<file path="src/rtl/c4_pkg.sv">
// Connect4 board defaults and helpers for decoding the active-low one-hot column select.
package c4_pkg;

    localparam int C4_COLS     = 4;
    localparam int C4_ROWS     = 6;
    localparam int C4_MAX_COLS = 16;

    // Callers pad unused upper bits with 1 so they never count as selected.
    function automatic logic onehot_low_valid(input logic [C4_MAX_COLS-1:0] vec);
        int zeros;
        zeros = 0;
        for (int i = 0; i < C4_MAX_COLS; i++)
            if (!vec[i]) zeros++;
        return (zeros == 1);
    endfunction

    function automatic logic [3:0] onehot_low_index(input logic [C4_MAX_COLS-1:0] vec);
        logic [3:0] idx;
        idx = '0;
        for (int i = 0; i < C4_MAX_COLS; i++)
            if (!vec[i]) idx = 4'(i);
        return idx;
    endfunction

endpackage

</file>
<file path="src/rtl/rise_detect.sv">
// Rising-edge detector for a level request; the history register resets high so a
// level held through reset release is not treated as a new request.
module rise_detect (
    input  logic clk,
    input  logic reset,
    input  logic level,
    output logic pulse
);

    logic level_q;

    always_ff @(posedge clk or negedge reset) begin
        if (!reset) level_q <= 1'b1;
        else        level_q <= level;
    end

    assign pulse = level & ~level_q;

endmodule

</file>
<file path="src/rtl/column_fill_tracker.sv">
// Per-column piece counters for the Connect4 board with edge-detected drop/undo,
// rejection of illegal requests, landing row and full flags.
module column_fill_tracker
    import c4_pkg::*;
#(
    parameter  int NUM_COLS = C4_COLS,
    parameter  int ROWS     = C4_ROWS,
    localparam int CW       = $clog2(ROWS + 1)
) (
    input  logic                   clk,
    input  logic                   reset,
    input  logic [NUM_COLS-1:0]    column,
    input  logic                   add,
    input  logic                   undo,
    input  logic                   clear,
    output logic [NUM_COLS*CW-1:0] count,
    output logic [CW-1:0]          row,
    output logic                   accept,
    output logic                   reject,
    output logic [NUM_COLS-1:0]    col_full,
    output logic                   board_full
);

    localparam int          IW   = $clog2(NUM_COLS);
    localparam logic [CW-1:0] FULL = CW'(ROWS);
    localparam logic [CW-1:0] ONE  = CW'(1);

    logic                          add_edge, undo_edge;
    logic [NUM_COLS-1:0][CW-1:0]   cnt;
    logic [C4_MAX_COLS-1:0]        col_pad;
    logic [3:0]                    idx_full;
    logic [IW-1:0]                 sel_idx;
    logic                          sel_ok;
    logic [CW-1:0]                 sel_cnt;
    logic                          inc, dec, acc_n, rej_n, row_we;
    logic [CW-1:0]                 row_n;

    rise_detect u_add_rd (
        .clk   (clk),
        .reset (reset),
        .level (add),
        .pulse (add_edge)
    );

    rise_detect u_undo_rd (
        .clk   (clk),
        .reset (reset),
        .level (undo),
        .pulse (undo_edge)
    );

    // Shared decode: one request per cycle, applied to the selected column only.
    always_comb begin
        col_pad                 = '1;
        col_pad[NUM_COLS-1:0]   = column;
        sel_ok                  = onehot_low_valid(col_pad);
        idx_full                = onehot_low_index(col_pad);
        sel_idx                 = idx_full[IW-1:0];
        sel_cnt                 = cnt[sel_idx];
        inc    = 1'b0;
        dec    = 1'b0;
        acc_n  = 1'b0;
        rej_n  = 1'b0;
        row_we = 1'b0;
        row_n  = '0;
        if (clear) begin
            row_we = 1'b1;
        end else if (add_edge && undo_edge) begin
            rej_n = 1'b1;
        end else if (add_edge) begin
            if (!sel_ok || sel_cnt == FULL) begin
                rej_n = 1'b1;
            end else begin
                inc    = 1'b1;
                acc_n  = 1'b1;
                row_we = 1'b1;
                row_n  = sel_cnt;
            end
        end else if (undo_edge) begin
            if (!sel_ok || sel_cnt == '0) begin
                rej_n = 1'b1;
            end else begin
                dec    = 1'b1;
                acc_n  = 1'b1;
                row_we = 1'b1;
                row_n  = sel_cnt - ONE;
            end
        end
    end

    always_ff @(posedge clk or negedge reset) begin
        if (!reset) begin
            row    <= '0;
            accept <= 1'b0;
            reject <= 1'b0;
        end else begin
            accept <= acc_n;
            reject <= rej_n;
            if (row_we) row <= row_n;
        end
    end

    for (genvar i = 0; i < NUM_COLS; i++) begin : g_col
        logic [CW-1:0] c;
        logic          hit;

        assign hit = (sel_idx == IW'(i));

        always_ff @(posedge clk or negedge reset) begin
            if (!reset)           c <= '0;
            else if (clear)       c <= '0;
            else if (inc && hit)  c <= c + ONE;
            else if (dec && hit)  c <= c - ONE;
        end

        assign cnt[i]      = c;
        assign col_full[i] = (c == FULL);
    end

    assign count      = cnt;
    assign board_full = &col_full;

endmodule

</file>
<file path="config.mk">
export PLATFORM = sky130hd
export DESIGN_NAME = column_fill_tracker
export DESIGN_NICKNAME = d
export VERILOG_FILES = /design/src/rtl/c4_pkg.sv /design/src/rtl/rise_detect.sv /design/src/rtl/column_fill_tracker.sv
export SDC_FILE = /design/constraint.sdc
export NUM_CORES = 1
export LEC_CHECK = 0
export CAP_MARGIN = 20
export CORE_MARGIN = 2
export CORE_UTILIZATION = 25
export CTS_CLUSTER_DIAMETER = 80
export DETAILED_ROUTE_END_ITERATION = 16
export PLACE_DENSITY = 0.47
export REMOVE_ABC_BUFFERS = 1
export SKIP_LAST_GASP = 1
export SLEW_MARGIN = 20
export SYNTH_ARGS = -nofsm -noshare
export SYNTH_HDL_FRONTEND = slang
export SYNTH_SLANG_ARGS = --single-unit
</file>
<file path="constraint.sdc">
create_clock -name clk -period 9.46 [get_ports clk]
set_input_delay 0.946 -clock clk [delete_from_list [all_inputs] [get_ports clk]]
set_output_delay 0.946 -clock clk [all_outputs]
set_load 0.005 [all_outputs]
</file>
Word-level counts from Yosys, hierarchy flattened. Cells that the tools add are included.

Bits in registers: 19. Latch bits: 0. Bits in writable memories: 0. Memory bits (read-only): 0. Bits of input ports: 9. Output and inout port bits: 22. Logic and storage cells: 100. Memories kept: 0.

$add $sub $neg: 12. $mul: 0. Divide/modulo/power cells: 0. $lt $le $gt $ge: 1. Equal/unequal tests: 9. Shift-type cells: 0. Mux-type cells: 46. Bitwise logic cells: 4. Reductions and logical operators: 19.

Operator list (number): $add A32 B2 Y32 const B (3); $mux W32 (3); $mux W3 (19); $eq A32 B2 Y1 const B (1); $mux W1 (21); $eq A3 B3 Y1 const B (5); $sub A3 B1 Y3 const B (5); $add A3 B1 Y3 const B (4); $reduce_bool A3 Y1 (4); $logic_and A1 B1 Y1 (9); $bmux W3 S2 (1); $eq A2 B2 Y1 const B (2); $mux W2 (2); $reduce_and A4 Y1 (1); $logic_not A3 Y1 (1); $lt A2 B3 Y1 const B (1); $and A1 B1 Y1 (2); $eq A2 B1 Y1 const B (1); $logic_not A2 Y1 (1); $logic_or A1 B1 Y1 (2); $not A1 Y1 (2); $logic_not A1 Y1 (1).

Longest topological paths before layout. Gate-level depths: netlist of the first run.

Depth after elaboration: 19. Mapped depth: 17. Gate-level depth less buffers: 15.

Modules after synthesis. From an unflattened synthesis of the first run, not the netlist that was laid out.

Cells, all modules: 180. Area total of the unflattened synthesis: 1572.8 um2.

By module, submodules not included: column_fill_tracker (instances 1, cells an instance 176, area an instance 1492.7 um2, seq. area each 425.4 um2); rise_detect (instances 2, cells an instance 2, area an instance 40.0 um2, seq. area each 26.3 um2).

Least setup slack after synthesis of the first run. Ideal clock, no wire load.

Path kind: input-to-reg. Start point: input column[1]. End point: register g_col[1].c[2]. Library setup time: 0.128 ns. Arrival: 4.019 ns. Required time: 9.332 ns. Setup slack: 5.314 ns. Cell stages on the path: 15. Path buffers: 2. Path through: buf_6 > inv_1 > ha_1 > nand2b_1 > and2_1 > ha_1 > a211oi_4 > o21ai_4 > buf_6 > or2_4 > nor3_2 > fa_1 > or3_1 > a211oi_1 > mux2_1.

Word-level cells in the longest chain between the ends: 15. Elaborated cells on any way between the ends: 31. Those cells by class: 2 x add/sub; 3 x eq/ne; 19 x mux; 7 x reduce/logical.

Ends and longest elaborated chain: from (decl) (line column_fill_tracker.sv:12) `input logic [NUM_COLS-1:0] column,`; $mux W32 (line c4_pkg.sv:13) `if (!vec[i]) zeros++;`; $add A32 B2 Y32 (line c4_pkg.sv:13); $mux W32 (line c4_pkg.sv:13); $add A32 B2 Y32 (line c4_pkg.sv:13); $mux W32 (line c4_pkg.sv:13); $eq A32 B2 Y1 (line c4_pkg.sv:14) `return (zeros == 1);`; $logic_not A1 Y1 (line column_fill_tracker.sv:71, column_fill_tracker.sv:80); $logic_or A1 B1 Y1 (on tied branches) (line column_fill_tracker.sv:80, column_fill_tracker.sv:71); $mux W1 (on tied branches) (line column_fill_tracker.sv:80, column_fill_tracker.sv:71); $mux W1 (on tied branches) (line column_fill_tracker.sv:79, column_fill_tracker.sv:70); $mux W1 (on tied branches) (line column_fill_tracker.sv:70, column_fill_tracker.sv:68); $mux W1 (on tied branches) (line column_fill_tracker.sv:68, column_fill_tracker.sv:66); $mux W1 / $logic_and A1 B1 Y1 (equally long branches) (line column_fill_tracker.sv:66, column_fill_tracker.sv:112); $logic_and A1 B1 Y1 / $mux W3 (equally long branches) (line column_fill_tracker.sv:113, column_fill_tracker.sv:112); $reduce_bool A3 Y1 (no source line) / $mux W3 (equally long branches); to (signal assigned) (line column_fill_tracker.sv:112) `else if (inc && hit) c <= c + ONE;`; to (signal assigned) (line column_fill_tracker.sv:113) `else if (dec && hit) c <= c - ONE;`; to (decl) (line column_fill_tracker.sv:104) `logic [CW-1:0] c;`.

Several ways; a longest one is shown, not always the timed one. The select of a mux whose other input is x is not followed. A chain may end at the register's enable or synchronous reset.

Final worst setup path of the first run. Same ends and word-level chain as after synthesis.

==> metrics.cfg, run 1 <==
[global_routing]
first_global_vias = 1437
grt_start_max_net_pins = 31
grt.overflow.total = 0
grt_util_all_layers_pct = 12.5
grt_pass1_wl_um = 7330
antenna_found_initial = 0

[setup_path]
crit_arrival_ns = 5.04
startpoint_type = input pin
cp.required_ns = 9.61
reg2reg_slack_ns = 5.83
path_max_fanout = 15
r2r_end = g_col[1].c[2]
path_class = in2reg
reg2reg_depth = 13
crit_path_end_kind = flop
worstReg2RegStart = g_col[0].c[0]

[sta]
finalCritPeriodShare_pct = 51.8
min_period_ns = 4.90
rsz0062_at_grt = false
setup_tns_ns = 0
tightestPinTransition_ns = 0.993
finClkSkew_ns = 0.00280
final-setup-viol-count = 0
finalHoldViolCount = 0
clock.fmax_mhz = 204
slew-limit-headroom_pct = 33.6
final_max_slew_viol_count = 0

[yosys]
synth_area_leader_cell = dfrtp_1
synthCells = 174
synth_edf_count = 0
ys_async_sr_fraction_pct = 100
postSynthAreaPerCell_um2 = 9.84
synth_top_flop_cell = dfrtp_1
syn_area_um2 = 1710
synth-seq-cells = 19
yosysTopAreaCellShare_pct = 24.9
yosysWarningCount = 0
synth_cell_types = 56
synth_area_leaders = dfrtp_1 25%, fa_1 4.7%, mux2_1 4.6%
yosysSeqAreaShare_pct = 27.9

[clock_tree]
numCtsBuffers = 3
cts_setup_buffers = 0
clockRootBuffer = clkbuf_8
clock_sinks = 19
clk_path_buf_depth = 2
cts_hold_buf = 0
cts_resized = 0
cts_tree = built
clk_latency_ns = 0.26
htreeDepth = 1
path_clk_slew_ns = 0.08

[outcome]
status = completed

[routing]
vias = 1383
drt-total-wl_um = 4330
wl_per_cell_um = 15.4
first_pass_iters = 4
drt_iter0_drc = 81
post-route-drc-count = 0
vias_per_cell = 4.92
ant_nets = 0

[pwr]
fin_total_pwr_mw = 0.189
p_leak_nw = 0.783
peakVddDrop_uv = 53.3
power_density_nw_per_um2 = 90.4

[min_path]
hold_depth = 2
holdCritStartpoint = row[1]
hold_end = row[1]
hold_path_class = reg2reg

[placement]
io_buffers = 30
globalplace.congestion = 0.755
dp.final_hpwl_um = 3270

[floorplanning]
die_x_um = 86.7
num_io_pins = 31
num_rows = 30
fp.dieH_um = 86.7
initial_core_util_pct = 25.5
coreArea_um2 = 6720
dieArea_um2 = 7520

[final_layout]
final_layout_size_suffix_gt1_share_pct = 16.9
fin_util_pct = 31.1
final_nets = 221
insertedDiodeCount = 0
area_growth_pct = 22.0

[flow_run]
cap_violations = 0

==> cell usage after synthesis, types with 3 or more instances <==
master	n
ha_1	6
o21ai_0	6
o211ai_1	3
fa_1	4
a211oi_1	3
nand3b_1	3
a21oi_1	10
nor3_2	4
nor2b_1	3
nand2b_1	3
inv_1	13
buf_6	3
mux2_1	7
dfrtp_1	17
nand3_1	4
nand2_1	6
and3_1	4
nor2_1	20
a211oi_2	4
or3_1	7
==> worst max-delay path by stage <==
stage / from / end / cells after the start
final: column[1] / g_col[1].c[2] / 14
after floorplan: column[0] / g_col[1].c[2] / 13
after detailed placement: column[1] / g_col[1].c[2] / 14
after global routing: column[1] / g_col[1].c[2] / 14
after global placement: column[1] / g_col[1].c[2] / 14
after CTS: column[1] / g_col[1].c[2] / 14
==> routing by layer <==
metal  wire [µm]  share of wire (%)  track usage, %
met3         142                3.3            2.67
met5           0                  0               0
met4          22               0.51            2.41
met1        2120                 49            16.8
met2        2040                 47            20.8
==> metrics by stage <==
stage               hold WS, ns  instances  cell area, µm²  worst slack [ns]
floorplan                 0.519        166            1640              5.43
global placement          0.535        277            2040              4.32
detailed placement        0.528        277            2040              4.28
CTS                       0.553        281            2090              4.58
global route              0.574        281            2090              4.37
finish                    0.543        281            2090              4.56
==> cells in the final DEF, fill, tap and decap left out, types with 4 or more instances in the layout <==
master,count
a211oi_2,4
a21oi_1,10
and3_1,4
clkdlybuf4s50_1,30
dfrtp_1,17
fa_1,4
ha_1,6
inv_1,13
mux2_1,7
nand2_1,6
nand3_1,4
nor2_1,20
nor3_2,4
o21ai_0,6
or3_1,7
==> report_power, final <==
group          switching [mW]  internal, mW  leakage [nW]
logic                  0.0269        0.0180         0.503
clock network          0.0295        0.0300        0.0228
registers             0.00112        0.0832         0.257
total                  0.0575         0.131         0.783
==> cell type report <==
type / instances / area [µm²]
Tap cell: 80 / 100
Multi-Input combinational cell: 133 / 1100
Inverter: 14 / 52.6
Fill cell: 716 / 4630
Sequential cell: 19 / 478
Clock buffer: 4 / 45.0
Timing Repair Buffer: 31 / 308
==> state kept, by name (all words and copies together), names as in the netlist <==
name               cells
u_undo_rd.level_q      1
row                    3
accept                 1
g_col.c               12
u_add_rd.level_q       1
reject                 1
==> critical path, stage by stage <==
cell             delay, ns
clkdlybuf4s50_1       0.71
inv_1                 0.11
ha_1                  0.37
nand2b_1              0.22
and2_1                0.18
ha_1                  0.31
a211oi_4              0.07
o21ai_4               0.44
or2_4                 0.25
nor3_2                0.06
fa_1                  0.39
or3_1                 0.37
a211oi_1              0.26
mux2_1                0.35
==> cells by family (layout without fill, tap and decap cells) <==
group | count (synthesis) | after routing | synth area share [%]
AOI/OAI and AO/OA | 41 | 41 | 20.5
xor gates and xnor gates | 1 | 1 | 1.61
muxes | 12 | 12 | 8.85
DFF | 19 | 19 | 27.9
and+or+nand+nor | 69 | 69 | 24.5
adders and majority gates | 10 | 10 | 9.06
buffers and inverters | 22 | 49 | 7.53
Note: power is estimated with default switching activity, not from simulation.
==> inputs of run 2 (changes only) <==
Settings changed: PLACE_DENSITY 0.47 to 0.49.
Clock period 9.46 ns to 4.35 ns, I/O delays scaled along.
==> metrics.cfg, run 2 (synthesis results as in run 1) <==
[outcome]
status = completed  ; unchanged

[setup_path]
max_stage_delay_ns = 0.59  ; was 0.71 ns
cp_slowest_cell = clkdlybuf4s50_1  ; unchanged
cp_cell_sequence = clkdlybuf4s50_1 > inv_1 > ha_1 > nand2b_1 > and2_1 > ha_1 > a211oi_4 > o21ai_4 > or2_4 > nor4_2 > fa_1 > or3_1 > a21oi_1  ; was clkdlybuf4s50_1 > inv_1 > ha_1 > nand2b_1 > and2_1 > ha_1 > a211oi_4 > o21ai_4 > or2_4 > nor3_2 > fa_1 > or3_1 > a211oi_1 > mux2_1
cp.required_ns = 4.53  ; was 9.61 ns
cp.buffers_inverters = 2  ; unchanged
crit_arrival_ns = 4.05  ; was 5.04 ns
critPathTopFamily = simple AND/OR/NAND/NOR gates  ; unchanged
critPathMostFrequentCell = ha_1  ; unchanged
cp_num_cells = 13  ; was 14
path_max_fanout = 5  ; was 15
reg2reg_depth = 13  ; unchanged
path_class = in2reg  ; unchanged
startpoint_type = input pin  ; unchanged
crit_path_end_kind = flop  ; unchanged

[floorplanning]
num_io_pins = 31  ; unchanged
fp.dieH_um = 86.7  ; unchanged
num_rows = 30  ; unchanged
initial_core_util_pct = 25.5  ; unchanged
dieArea_um2 = 7520  ; unchanged
die_x_um = 86.7  ; unchanged
coreArea_um2 = 6720  ; unchanged

[global_routing]
grt_util_all_layers_pct = 12.1  ; was 12.5%
grt_pass1_wl_um = 7170  ; was 7330 µm
grt_start_max_net_pins = 25  ; was 31
first_global_vias = 1389  ; was 1,437
antenna_found_initial = 0  ; unchanged
grt.overflow.total = 0  ; unchanged

[clock_tree]
path_clk_slew_ns = 0.08  ; about the same
cts_hold_buf = 0  ; unchanged
cts_setup_buffers = 0  ; unchanged
clk_latency_ns = 0.26  ; about the same
cts_resized = 0  ; unchanged
clock_sinks = 19  ; unchanged
numCtsBuffers = 3  ; unchanged
clk_path_buf_depth = 2  ; unchanged
cts_tree = built  ; unchanged
htreeDepth = 1  ; unchanged
clockRootBuffer = clkbuf_8  ; unchanged

[pwr]
peakVddDrop_uv = 85.3  ; was 53.3 µV
p_leak_nw = 0.811  ; was 0.783 nW
power_density_nw_per_um2 = 194  ; was 90.4 nW/µm²

[min_path]
hold_path_class = reg2reg  ; unchanged
hold_depth = 2  ; unchanged

[final_layout]
largest_register_ffs = 12  ; unchanged
fillers = 682  ; was 716
area_growth_pct = 24.6  ; was 22.0%
final_layout_size_suffix_gt1_share_pct = 19.3  ; was 16.9%
final_cell_mix = 30 x clkdlybuf4s50_1, 20 x nor2_1, 17 x dfrtp_1  ; unchanged
top_register = g_col.c  ; unchanged
final-seq-area_um2 = 478  ; unchanged
final_nets = 227  ; was 221
multi_input_area_um2 = 1100  ; unchanged
final_common_cell = clkdlybuf4s50_1  ; unchanged
insertedDiodeCount = 0  ; unchanged
top_regs = g_col.c: 12 flops, row: 3 flops  ; unchanged

[placement]
io_buffers = 30  ; unchanged
dp.final_hpwl_um = 3390  ; was 3270 µm
globalplace.congestion = 0.777  ; was 0.755

[routing]
wl_per_cell_um = 14.7  ; was 15.4 µm
first_pass_iters = 4  ; unchanged
drt_iter0_drc = 40  ; was 81
post-route-drc-count = 0  ; unchanged
drt-total-wl_um = 4230  ; was 4330 µm
vias_per_cell = 4.89  ; was 4.92
vias = 1402  ; was 1,383
ant_nets = 0  ; unchanged

[sta]
tightestPinTransition_ns = 0.888  ; was 0.993 ns
setup_tns_ns = 0  ; unchanged
hold_ws_ns = 0.546  ; was 0.543 ns
finalHoldViolCount = 0  ; unchanged
final_max_slew_viol_count = 0  ; unchanged
finClkSkew_ns = 0.00383  ; was 0.00280 ns
min_period_ns = 3.87
slew-limit-headroom_pct = 40.6  ; was 33.6%
finalCritPeriodShare_pct = 89.0
clock.fmax_mhz = 258
final-setup-viol-count = 0  ; unchanged
rsz0062_at_grt = false  ; unchanged

[flow_run]
cap_violations = 0  ; unchanged

## run 2: final timing paths
check                         startpoint             to  slack (ns)
max                            column[1]  g_col[2].c[1]        0.48
min                               row[1]         row[1]        0.55
max reg2reg                g_col[0].c[0]  g_col[1].c[2]        0.97
min reg2reg                       row[1]         row[1]        0.55
max in group asynchronous          reset  g_col[2].c[2]        3.13
min in group asynchronous          reset  g_col[2].c[0]        0.67
## run 2: metrics by stage
stage | setup WS (ns) | util [%] | instances | power [mW] | area, µm²
after floorplan | 0.826 | - | 166 | 0.244 | 1640
after global placement | 0.184 | 31.1 | 283 | 0.291 | 2090
after detailed placement | 0.178 | 31.1 | 283 | 0.291 | 2090
after CTS | 0.446 | 31.8 | 287 | 0.425 | 2130
after global routing | 0.296 | 31.8 | 287 | 0.442 | 2130
final | 0.477 | 31.8 | 287 | 0.414 | 2130
## run 2: metal layers
| layer | vias up | track usage (%) | part of all wire, % |
|---|---|---|---|
| met5 | - | 0 | 0 |
| met4 | 0 | 1.70 | 0.47 |
| met3 | 4 | 2.29 | 3.8 |
| met2 | 30 | 20.0 | 46 |
| met1 | 676 | 17.0 | 50 |
| li1 | 692 | - | - |
## run 2: cell type report
cell class	instances	area share, %
clock buffer	4	2.11
inverter	14	2.46
sequential	19	22.4
multi-input combinational	133	51.8
tap	80	4.69
timing repair buffer	37	16.5
## run 2: power by group
part | leakage (nW) | switching (mW) | internal, mW
Combinational | 0.531 | 0.0591 | 0.0434
Sequential | 0.257 | 0.00254 | 0.181
Clock | 0.0228 | 0.0630 | 0.0653
## run 2: worst reg2reg max path, cell delays in order, from the launching register on
cell and delay (ns):
dfrtp_1 0.44, mux2i_1 0.16, a211oi_1 0.10, a21oi_1 0.29, ha_1 0.25, nand3_1 0.13, o211a_4 0.28, nand2_4 0.07
or2_4 0.15, nor3_2 0.05, fa_1 0.38, or3_1 0.37, a211oi_1 0.24, mux2_1 0.35
